**src/rtl/hazard_stall_unit.sv**
```systemverilog
// Pipeline hazard/stall controller: load-use bubbles, multi-cycle FP occupancy of EX, taken-branch flush.
// Optional HAZARD_STATS_EN adds saturating stall/flush event counters.
module hazard_stall_unit #(
    parameter int FP_LATENCY = 3,
    parameter int CNT_W      = 4
) (
    input  logic       clk,
    input  logic       reset,
    input  logic [5:0] if_id_opcode,
    input  logic [4:0] if_id_rs,
    input  logic [4:0] if_id_rt,
    input  logic       id_ex_mem_read,
    input  logic [4:0] id_ex_rt,
    input  logic       id_ex_fp,
    input  logic       branch_taken,
    output logic       control_mux_select,
    output logic       pc_write,
    output logic       if_id_write,
    output logic       if_id_flush,
    output logic       id_ex_hold,
    output logic [1:0] stall_state
`ifdef HAZARD_STATS_EN
    ,
    output logic [15:0] load_stall_cnt,
    output logic [15:0] fp_stall_cnt,
    output logic [15:0] flush_cnt
`endif
);

    typedef enum logic [1:0] {
        IDLE       = 2'b00,
        LOAD_STALL = 2'b01,
        FP_BUSY    = 2'b10,
        UNUSED     = 2'b11
    } state_e;

    localparam bit              FP_EN     = (FP_LATENCY > 1);
    localparam int              FP_LAT_M2 = (FP_LATENCY > 1) ? (FP_LATENCY - 2) : 0;
    localparam logic [CNT_W-1:0] FP_INIT  = CNT_W'(FP_LAT_M2);

    state_e           state_q, state_d;
    logic [CNT_W-1:0] cnt_q, cnt_d;
    logic             rt_used_s;
    logic             load_use_s;
    logic             load_stall_s;

    // Hazard detection: rt only matters for formats that actually read it
    always_comb begin
        case (if_id_opcode)
            6'd0, 6'd17, 6'd43, 6'd4: rt_used_s = 1'b1;
            default:                  rt_used_s = 1'b0;
        endcase
        load_use_s = id_ex_mem_read && (id_ex_rt != 5'd0) &&
                     ((id_ex_rt == if_id_rs) || (rt_used_s && (id_ex_rt == if_id_rt)));
    end

    // Next-state and Mealy outputs; priority is branch > FP > load-use
    always_comb begin
        state_d            = state_q;
        cnt_d              = cnt_q;
        control_mux_select = 1'b0;
        pc_write           = 1'b1;
        if_id_write        = 1'b1;
        if_id_flush        = 1'b0;
        id_ex_hold         = 1'b0;
        load_stall_s       = 1'b0;
        if (reset) begin
            control_mux_select = 1'b1;
            pc_write           = 1'b0;
            if_id_write        = 1'b0;
            state_d            = IDLE;
            cnt_d              = '0;
        end else if (branch_taken) begin
            control_mux_select = 1'b1;
            if_id_flush        = 1'b1;
            state_d            = IDLE;
            cnt_d              = '0;
        end else begin
            case (state_q)
                IDLE, LOAD_STALL: begin
                    if (id_ex_fp && FP_EN) begin
                        control_mux_select = 1'b1;
                        pc_write           = 1'b0;
                        if_id_write        = 1'b0;
                        id_ex_hold         = 1'b1;
                        cnt_d              = FP_INIT;
                        state_d            = FP_BUSY;
                    end else if (load_use_s) begin
                        control_mux_select = 1'b1;
                        pc_write           = 1'b0;
                        if_id_write        = 1'b0;
                        load_stall_s       = 1'b1;
                        state_d            = LOAD_STALL;
                    end else begin
                        state_d = IDLE;
                    end
                end
                FP_BUSY: begin
                    // cnt == 0 is the release cycle; id_ex_fp is deliberately ignored here
                    if (cnt_q != '0) begin
                        control_mux_select = 1'b1;
                        pc_write           = 1'b0;
                        if_id_write        = 1'b0;
                        id_ex_hold         = 1'b1;
                        cnt_d              = cnt_q - CNT_W'(1);
                    end else begin
                        cnt_d   = '0;
                        state_d = IDLE;
                    end
                end
                default: begin
                    state_d = IDLE;
                    cnt_d   = '0;
                end
            endcase
        end
    end

    // State and FP occupancy counter
    always_ff @(posedge clk) begin
        if (reset) begin
            state_q <= IDLE;
            cnt_q   <= '0;
        end else begin
            state_q <= state_d;
            cnt_q   <= cnt_d;
        end
    end

    assign stall_state = state_q;

`ifdef HAZARD_STATS_EN
    logic [15:0] load_stall_cnt_q, load_stall_cnt_d;
    logic [15:0] fp_stall_cnt_q, fp_stall_cnt_d;
    logic [15:0] flush_cnt_q, flush_cnt_d;

    function automatic logic [15:0] sat_inc(input logic [15:0] v, input logic en);
        if (en && (v != 16'hFFFF)) begin
            return v + 16'd1;
        end else begin
            return v;
        end
    endfunction

    // Saturating event counters
    always_comb begin
        load_stall_cnt_d = sat_inc(load_stall_cnt_q, load_stall_s);
        fp_stall_cnt_d   = sat_inc(fp_stall_cnt_q, id_ex_hold);
        flush_cnt_d      = sat_inc(flush_cnt_q, if_id_flush);
    end

    // Counter registers, cleared by reset
    always_ff @(posedge clk) begin
        if (reset) begin
            load_stall_cnt_q <= 16'd0;
            fp_stall_cnt_q   <= 16'd0;
            flush_cnt_q      <= 16'd0;
        end else begin
            load_stall_cnt_q <= load_stall_cnt_d;
            fp_stall_cnt_q   <= fp_stall_cnt_d;
            flush_cnt_q      <= flush_cnt_d;
        end
    end

    assign load_stall_cnt = load_stall_cnt_q;
    assign fp_stall_cnt   = fp_stall_cnt_q;
    assign flush_cnt      = flush_cnt_q;
`endif

endmodule

```
**config.mk**
```make
export PLATFORM = sky130hd
export DESIGN_NAME = hazard_stall_unit
export DESIGN_NICKNAME = d
export VERILOG_FILES = /design/src/rtl/hazard_stall_unit.sv
export SDC_FILE = /design/constraint.sdc
export NUM_CORES = 1
export LEC_CHECK = 0
export ABC_AREA = 0
export CAP_MARGIN = 20
export CORE_MARGIN = 1
export CORE_UTILIZATION = 36
export CTS_CLUSTER_DIAMETER = 50
export DETAILED_ROUTE_END_ITERATION = 8
export PLACE_DENSITY = 0.8
export SYNTH_ARGS = -nofsm -noshare
export SYNTH_HDL_FRONTEND = slang
export SYNTH_SLANG_ARGS = --single-unit
```
**constraint.sdc**
```tcl
create_clock -name clk -period 2.4 [get_ports clk]
set_input_delay 0.24 -clock clk [delete_from_list [all_inputs] [get_ports clk]]
set_output_delay 0.24 -clock clk [all_outputs]
set_load 0.1 [all_outputs]
```
; ---- After elaboration in Yosys (flattened, before gate mapping)
; Cells that the tools add are included.
; W data, S select, Z words.
[word_totals]
register_bits = 6
latchBits = 0
mem_bits_rw = 0
mem_bits_ro = 0
inputBits = 26
out_inout_bits = 7
word_cells = 49
n_memories = 0
[op_classes]
addsub = 1
mul = 0
n_div = 0
magnitude_cmp = 0
eq_ne = 9
shift = 0
muxes = 26
n_bitwise = 0
n_reduce_logical = 11
[op_table]
columns = op, count
row1 = $mux W1, 17
row2 = $eq A5 B5 Y1, 2
row3 = $mux W4, 2
row4 = $pmux W4 S2, 1
row5 = $eq A6 B3 Y1 const B, 1
row6 = $eq A6 B5 Y1 const B, 1
row7 = $eq A6 B6 Y1 const B, 1
row8 = $logic_not A6 Y1, 1
row9 = $pmux W1 S2, 3
row10 = $reduce_bool A5 Y1, 1
row11 = $mux W2, 2
row12 = $ne A2 B2 Y1 const B, 2
row13 = $pmux W2 S2, 1
row14 = $reduce_bool A4 Y1, 1
row15 = $reduce_or A2 Y1, 2
row16 = $reduce_or A4 Y1, 1
row17 = $sub A4 B1 Y4 const B, 1
row18 = $logic_and A1 B1 Y1, 3
row19 = $eq A2 B1 Y1 const B, 1
row20 = $eq A2 B2 Y1 const B, 1
row21 = $logic_not A2 Y1, 1
row22 = $logic_or A1 B1 Y1, 1

; ---- Logic depth before layout (Yosys ltp)
; Gate-level depths: netlist (run 1).
[logic_depth]
depth_word = 11
mapped_depth = 8
mapped_depth_nobuf = 7

; ---- Worst setup path after synthesis (run 1)
; Ideal clock, no wire load.
[synth_timing]
path_type = flip-flop to output port
startpoint = reg state_q[0], in the netlist stall_state[0]
endpoint = out pc_write
arrival_time_ns = 3.530
t_required_ns = 2.160
path_slack_ns = -1.370
path_stages_with_launch = 7
n_path_buf = 1
cell_sequence = dfxtp_1 inv_1 o311ai_4 a21boi_0 nor2_1 a211oi_2 buf_4
[synth_via]
elab_chain_cells = 5
elab_cells_between_ends = 7
cone_classes = 2 x eq/ne / 3 x mux / 2 x reduce/logical
[synth_rtl]
columns = item, line
row1 = start: declaration, 41  ; state_e state_q, state_d;
row2 = start signal: assignment, 125  ; state_q <= state_d;
row3 = $eq A2 B1 Y1 / $logic_not A2 Y1 (equally long branches), --
row4 = $reduce_or A2 Y1, --
row5 = $pmux W1 S2 (*), --
row6 = $mux W1 (*) (2 in series), --
row7 = end: declaration, 17  ; output logic pc_write,
; Every way passes the cells marked *; elsewhere a longest branch is shown, timed or not.

; ---- Worst setup path after layout (run 1)
[layout_timing]
startpoint = in id_ex_rt[4]
endpoint = out if_id_write
[layout_via]
elab_chain_cells = 9
elab_cells_between_ends = 12
cone_classes = 2 x eq/ne / 5 x mux / 5 x reduce/logical
[layout_rtl]
columns = item, line
row1 = start: declaration, 13  ; input logic [4:0] id_ex_rt,
row2 = $eq A5 B5 Y1, 54  ; ((id_ex_rt == if_id_rs) || (rt_used_s && (id_ex_rt == if_id_rt)));
row3 = $logic_and A1 B1 Y1, 54
row4 = $logic_or A1 B1 Y1, 54
row5 = $logic_and A1 B1 Y1 (*), 53  ; load_use_s = id_ex_mem_read && (id_ex_rt != 5'd0) &&
row6 = $mux W1 (*), 88  ; end else if (load_use_s) begin
row7 = $mux W1 (*), 81  ; if (id_ex_fp && FP_EN) begin
row8 = $pmux W1 S2 (*), 79  ; case (state_q)
row9 = $mux W1 (*), 73  ; end else if (branch_taken) begin
row10 = $mux W1 (*), 67  ; if (reset) begin
row11 = end: declaration, 18  ; output logic if_id_write,
; Marks and branches as above.

==> results of run 1 <==
metal layers:
layer | GRT usage | routed length (um) | up-vias
met4 | 0.04516 | 23 | 0
li1 | - | - | 331
met2 | 0.3844 | 951 | 26
met3 | 0.06087 | 97 | 2
met1 | 0.2328 | 627 | 320
met5 | 0 | 0 | -
cells in the final DEF (no fill, tap or decap), drive strengths merged, types with 2 or more instances in the layout:
master and n:
o21ai 2, a21oi 2, nor2 14, buf 14, nor2b 2, xnor2 2, nand2 2, dlygate4sd2 4
clkbuf 4, dfxtp 6, inv 5, nor3 2, xor2 8, a211oi 2, clkdlybuf4s50 21, or2 2
worst max-delay path, stage by stage:
cell and delay [ps]:
dlygate4sd2_1 240, or4_4 550, o21a_1 200, nand4_1 120, o41ai_4 110, a211oi_4 370, buf_12 220
flip-flops by register name, summed over array words and instances, names as in the netlist:
signal / cells
stall_state: 2
cnt_q: 4
kinds of logic (layout without fill, tap and decap cells):
group,Yosys count,count (layout)
multiplexers,1,1
flip-flops,6,6
buffers and inverters,7,48
XOR/XNOR,10,10
adder cells (fa/ha/maj),1,1
AND/OR/NAND/NOR,30,30
AO/OA/AOI/OAI,15,15
power groups by stage:
stage	Clock (mW)	Sequential (mW)	Combinational (mW)
after global placement	0	0.106	0.170
after floorplan	0	0.111	0.0871
after global routing	0.113	0.104	0.186
after detailed placement	0	0.106	0.174
final	0.104	0.104	0.176
after CTS	0.107	0.104	0.176
per-stage QoR:
step	cells	setup TNS [ps]	cell area, sq um	power [mW]
after floorplan	70	-561.3	584.3	0.1978
after global placement	121	0	977.2	0.2752
after detailed placement	121	-86.04	977.2	0.2802
after CTS	125	0	1013	0.3864
after global routing	126	0	1021	0.4033
final	126	0	1021	0.3847
path summary, 6_finish.rpt:
path,endpoint,slack (ps)
setup reg to reg,stall_state[1],890
hold / removal,cnt_q[1],520
setup / recovery,if_id_write,100
hold reg to reg,cnt_q[1],520
timing repair:
| item | CTS | global route |
|---|---|---|
| pin swaps | 3 | 1 |
| hold buffers | 0 | 0 |
| setup endpoints to repair | 2 | 2 |
| gates resized for setup | 6 | 0 |
| buffers inserted | 0 | 1 |
cell type report:
cell class | count | area [sq um] | share of cell area
well taps | 15 | 18.77 | 0.01838
inverters | 5 | 18.77 | 0.01838
multi-input cells | 57 | 431.7 | 0.4228
clock buffers | 4 | 26.28 | 0.02574
flip-flops and latches | 6 | 125.1 | 0.1225
repair buffers | 39 | 400.4 | 0.3922
==> impl_metrics.ini, run 1 <==
[layout]
nNetsFinal = 139
fin_util = 0.7473
area_growth_pct = 82.55
fillers = 109
drive_gt1_frac = 0.2432
diodes = 0

[pwr]
sw_frac_of_total = 0.3604
power.density_mw_per_mm2 = 376.8
switchingPower_uw = 138.7
vdd_drop_max_v = 0.0003424
intPower_uw = 246.1
seqPwrFrac = 0.270
leakagePower_nw = 0.4171
power_frac_comb = 0.459
p_clk_frac = 0.271

[setup_path]
crit_required_ps = 2160
worstSetupPathType = input pin to output pin
reg2reg_depth = 7
reg2reg_from = cnt_q[0]
critPathArrivalTime_ps = 2060
critPathLaunch = id_ex_rt[4]
worstPathMaxFanout = 2
cp-start-kind = input pin
end_kind = output pin

[synthesis]
syn-num-nets = 97
synthAdderAreaFrac = 0.02237
synth-seq-cells = 6
synth_top_family_by_area = simple AND/OR/NAND/NOR gates
synth_mux_area_frac = 0.01790
yosysSeqAreaShare = 0.2148
yosys.cell_types.count = 34
syn_inst = 70
synth_common_cells = 14 x nor2_1, 8 x xor2_1, 6 x dfxtp_1
synth.most_common_cell = nor2_1
avgSynthCellArea_sq_um = 7.990
synth-simple-area-share = 0.2841
synth_compound_area_frac = 0.2506
synth_edf_count = 0
syn-cell-area_sq_um = 559.3
ys_async_sr_fraction = 0
synthFlopType = dfxtp_1
yosysTopAreaCell = dfxtp_1
synthTopCellsByArea = dfxtp_1 21%, xor2_1 13%, nor2_1 9.4%, o311ai_4 4.7%, a211oi_2 4.5%
synth-xor-area-share = 0.1566
synth_top_area_share = 0.2148
yosysWarningCount = 0

[timing]
slew_headroom = 0.7659
worst_slew_pin_slew_ps = 350.0
finalCritPeriodShare = 0.9600
setup_viol = 0
finalWorstSetupSlack_ps = 96.07
hold_ws_ps = 519.7
clock_skew_ps = 14.36
fmax_mhz = 434.0
slew_violations = 0
min_period_ps = 2304
grt_setup_unrepaired = false
hold_violations = 0

[global_route]
grt.total_usage = 0.2084
grt_pass1_wl_um = 2829
grt.overflow.total = 0
grt_pass1_vias = 646
grt_max_degree = 9
grt_antenna_before_repair = 0

[routing]
wl_um = 1700
antenna_left = 0
viasPerCell = 5.389
drcViolationCount = 0
via_count = 679
drt_first_pass_iters = 4
drt-wirelength-per-cell_um = 13.49
drtIter0Drc = 12

[place]
dp_slack_ps = -43.33
port_buffers = 32
hpwl_um = 1449
routabilityCongestion = 0.8105

[floorplan]
dieWidth_um = 41.42
num_rows = 13
start_util = 0.4093
die_y_um = 41.42
core_sq_mm = 0.001366
ios = 33
die_area_sq_mm = 0.001715

[clock_network]
cts.sinks = 6
htreeDepth = 1
clockBufferDepth = 2
cts_tree = done
clk_latency_ps = 250
clkTransAtPathRegs_ps = 40
cts.root.buffer_cell = clkbuf_4
cts_buffers = 3

[worst_hold_path]
hold_start = cnt_q[1]
hp-class = flop to flop
hold_depth = 2

[run]
drv_cap = 0

[run_status]
status = finished clean
(Power assumes the default switching activity.)
==> inputs of run 2 (changes only) <==
Settings changed: CTS_BUF_LIST set to sky130_fd_sc_hd__clkbuf_16, CTS_CLUSTER_SIZE set to 25.
==> impl_metrics.ini, run 2 (synthesized netlist as in run 1, its figures left out) <==
[run_status]
status = finished clean

[routing]
viasPerCell = 5.444
drt_first_pass_iters = 4
wl_um = 1827
drcViolationCount = 0
drtIter0Drc = 11
via_count = 686
antenna_left = 0
drt-wirelength-per-cell_um = 14.50

[pwr]
vdd_drop_max_v = 0.0006728
finalPower_uw = 554.8
leakagePower_nw = 0.4444
power.density_mw_per_mm2 = 516.8

[worst_hold_path]
hold_depth = 2
hp-class = flop to flop

[clock_network]
htreeDepth = 1
clockBufferDepth = 2
cts.sinks = 6
cts_buffers = 3
clkTransAtPathRegs_ps = 30
cts_tree = done
clk_latency_ps = 230
hold_buffers = 0
cts.root.buffer_cell = clkbuf_16

[layout]
fin_cells = 126
nNetsFinal = 139
diodes = 0
mostFrequentLayoutCell = clkdlybuf4s50_1
largest_register_ffs = 4
mostFrequentLayoutCells = 21 x clkdlybuf4s50_1, 14 x nor2_1, 10 x buf_4
area_growth_pct = 91.95
largest-register = cnt_q
fillers = 98
drive_gt1_frac = 0.2432

[run]
drv_cap = 0

[setup_path]
cp_top_family = compound AO/OA/AOI/OAI gates
crit_required_ps = 2160
critPathArrivalTime_ps = 2070
end_kind = output pin
cp_num_buf_inv = 4
worstPathMaxFanout = 4
crit_chain = inv_1, ha_1, inv_1, o311ai_4, a21boi_1, buf_4, nand2_1, a21o_1, buf_12
cpMostUsedCell = inv_1
path_depth = 9
reg2reg_depth = 8
cp-start-kind = flop
worstSetupPathType = flop to output pin
cp_slowest_cell = dfxtp_1
critPathMaxStageDelay_ps = 320

[global_route]
grt_max_degree = 9
grt.overflow.total = 0
grt_antenna_before_repair = 0
grt.total_usage = 0.2291
grt_pass1_vias = 696
grt_pass1_wl_um = 3091

[timing]
setup_viol = 0
min_period_ps = 2306
finalWorstSetupSlack_ps = 94.25
finalCritPeriodShare = 0.9607
hold_violations = 0
grt_setup_unrepaired = false
slew_violations = 0
slew_headroom = 0.7666
worst_slew_pin_slew_ps = 348.9
fmax_mhz = 433.7
setup_tns_ps = 0
clock_skew_ps = 5.299

[floorplan]
num_rows = 13
die_area_sq_mm = 0.001715
ios = 33
core_sq_mm = 0.001366
dieWidth_um = 41.42
start_util = 0.4093
die_y_um = 41.42

[place]
dp_cells = 121
hpwl_um = 1449
port_buffers = 32
dp_slack_ps = -43.33
routabilityCongestion = 0.8105
## run 2: final timing paths
check / from / end / slack (ps)
worst max-delay path: cnt_q[0] / control_mux_select / 90
worst min register to register: cnt_q[1] / cnt_q[1] / 520
worst max register to register: cnt_q[0] / cnt_q[2] / 790
worst min-delay path: cnt_q[1] / cnt_q[1] / 520
## run 2: cell type report
class,instances,area [sq um],share of cell area
clock buffers,3,75.07,0.06993
clock inverters,1,3.754,0.003497
inverters,5,18.77,0.01748
multi-input cells,57,431.7,0.4021
flip-flops and latches,6,125.1,0.1166
well taps,15,18.77,0.01748
repair buffers,39,400.4,0.3730
## run 2: stage by stage
stage | hold WS (ps) | util | cell area, sq um
2_1_floorplan | 442.2 | - | 584.3
3_3_place_gp | 498.7 | 0.7152 | 977.2
4_1_cts | 514.2 | 0.7802 | 1066
5_1_grt | 552.9 | 0.7857 | 1074
3_5_place_dp | 506.5 | 0.7152 | 977.2
6_report | 515.6 | 0.7857 | 1074
## run 2: per-layer routing
metal / vias to the layer above / global-route usage / share of wire
li1: 330 / - / -
met5: - / 0 / 0
met4: 0 / 0.07742 / 0.036
met3: 8 / 0.06957 / 0.046
met1: 318 / 0.2487 / 0.37
met2: 30 / 0.4156 / 0.55
## run 2: where the power goes
part / switching [mW] / internal [mW]
clock network: 0.0564 / 0.216
logic: 0.0957 / 0.0821
registers: 0.00326 / 0.101
total: 0.155 / 0.399
## run 2: what timing repair did
action | 4_1_cts | 5_1_grt
pin swaps | 3 | 1
gates resized for setup | 6 | 0
endpoints found under the setup margin | 2 | 3
buffers inserted | 0 | 1
## run 2: worst min-delay path, stage by stage, from the launching register on
cell	delay [ps]
dfxtp_1	340
a21oi_1	70
nor2_1	70
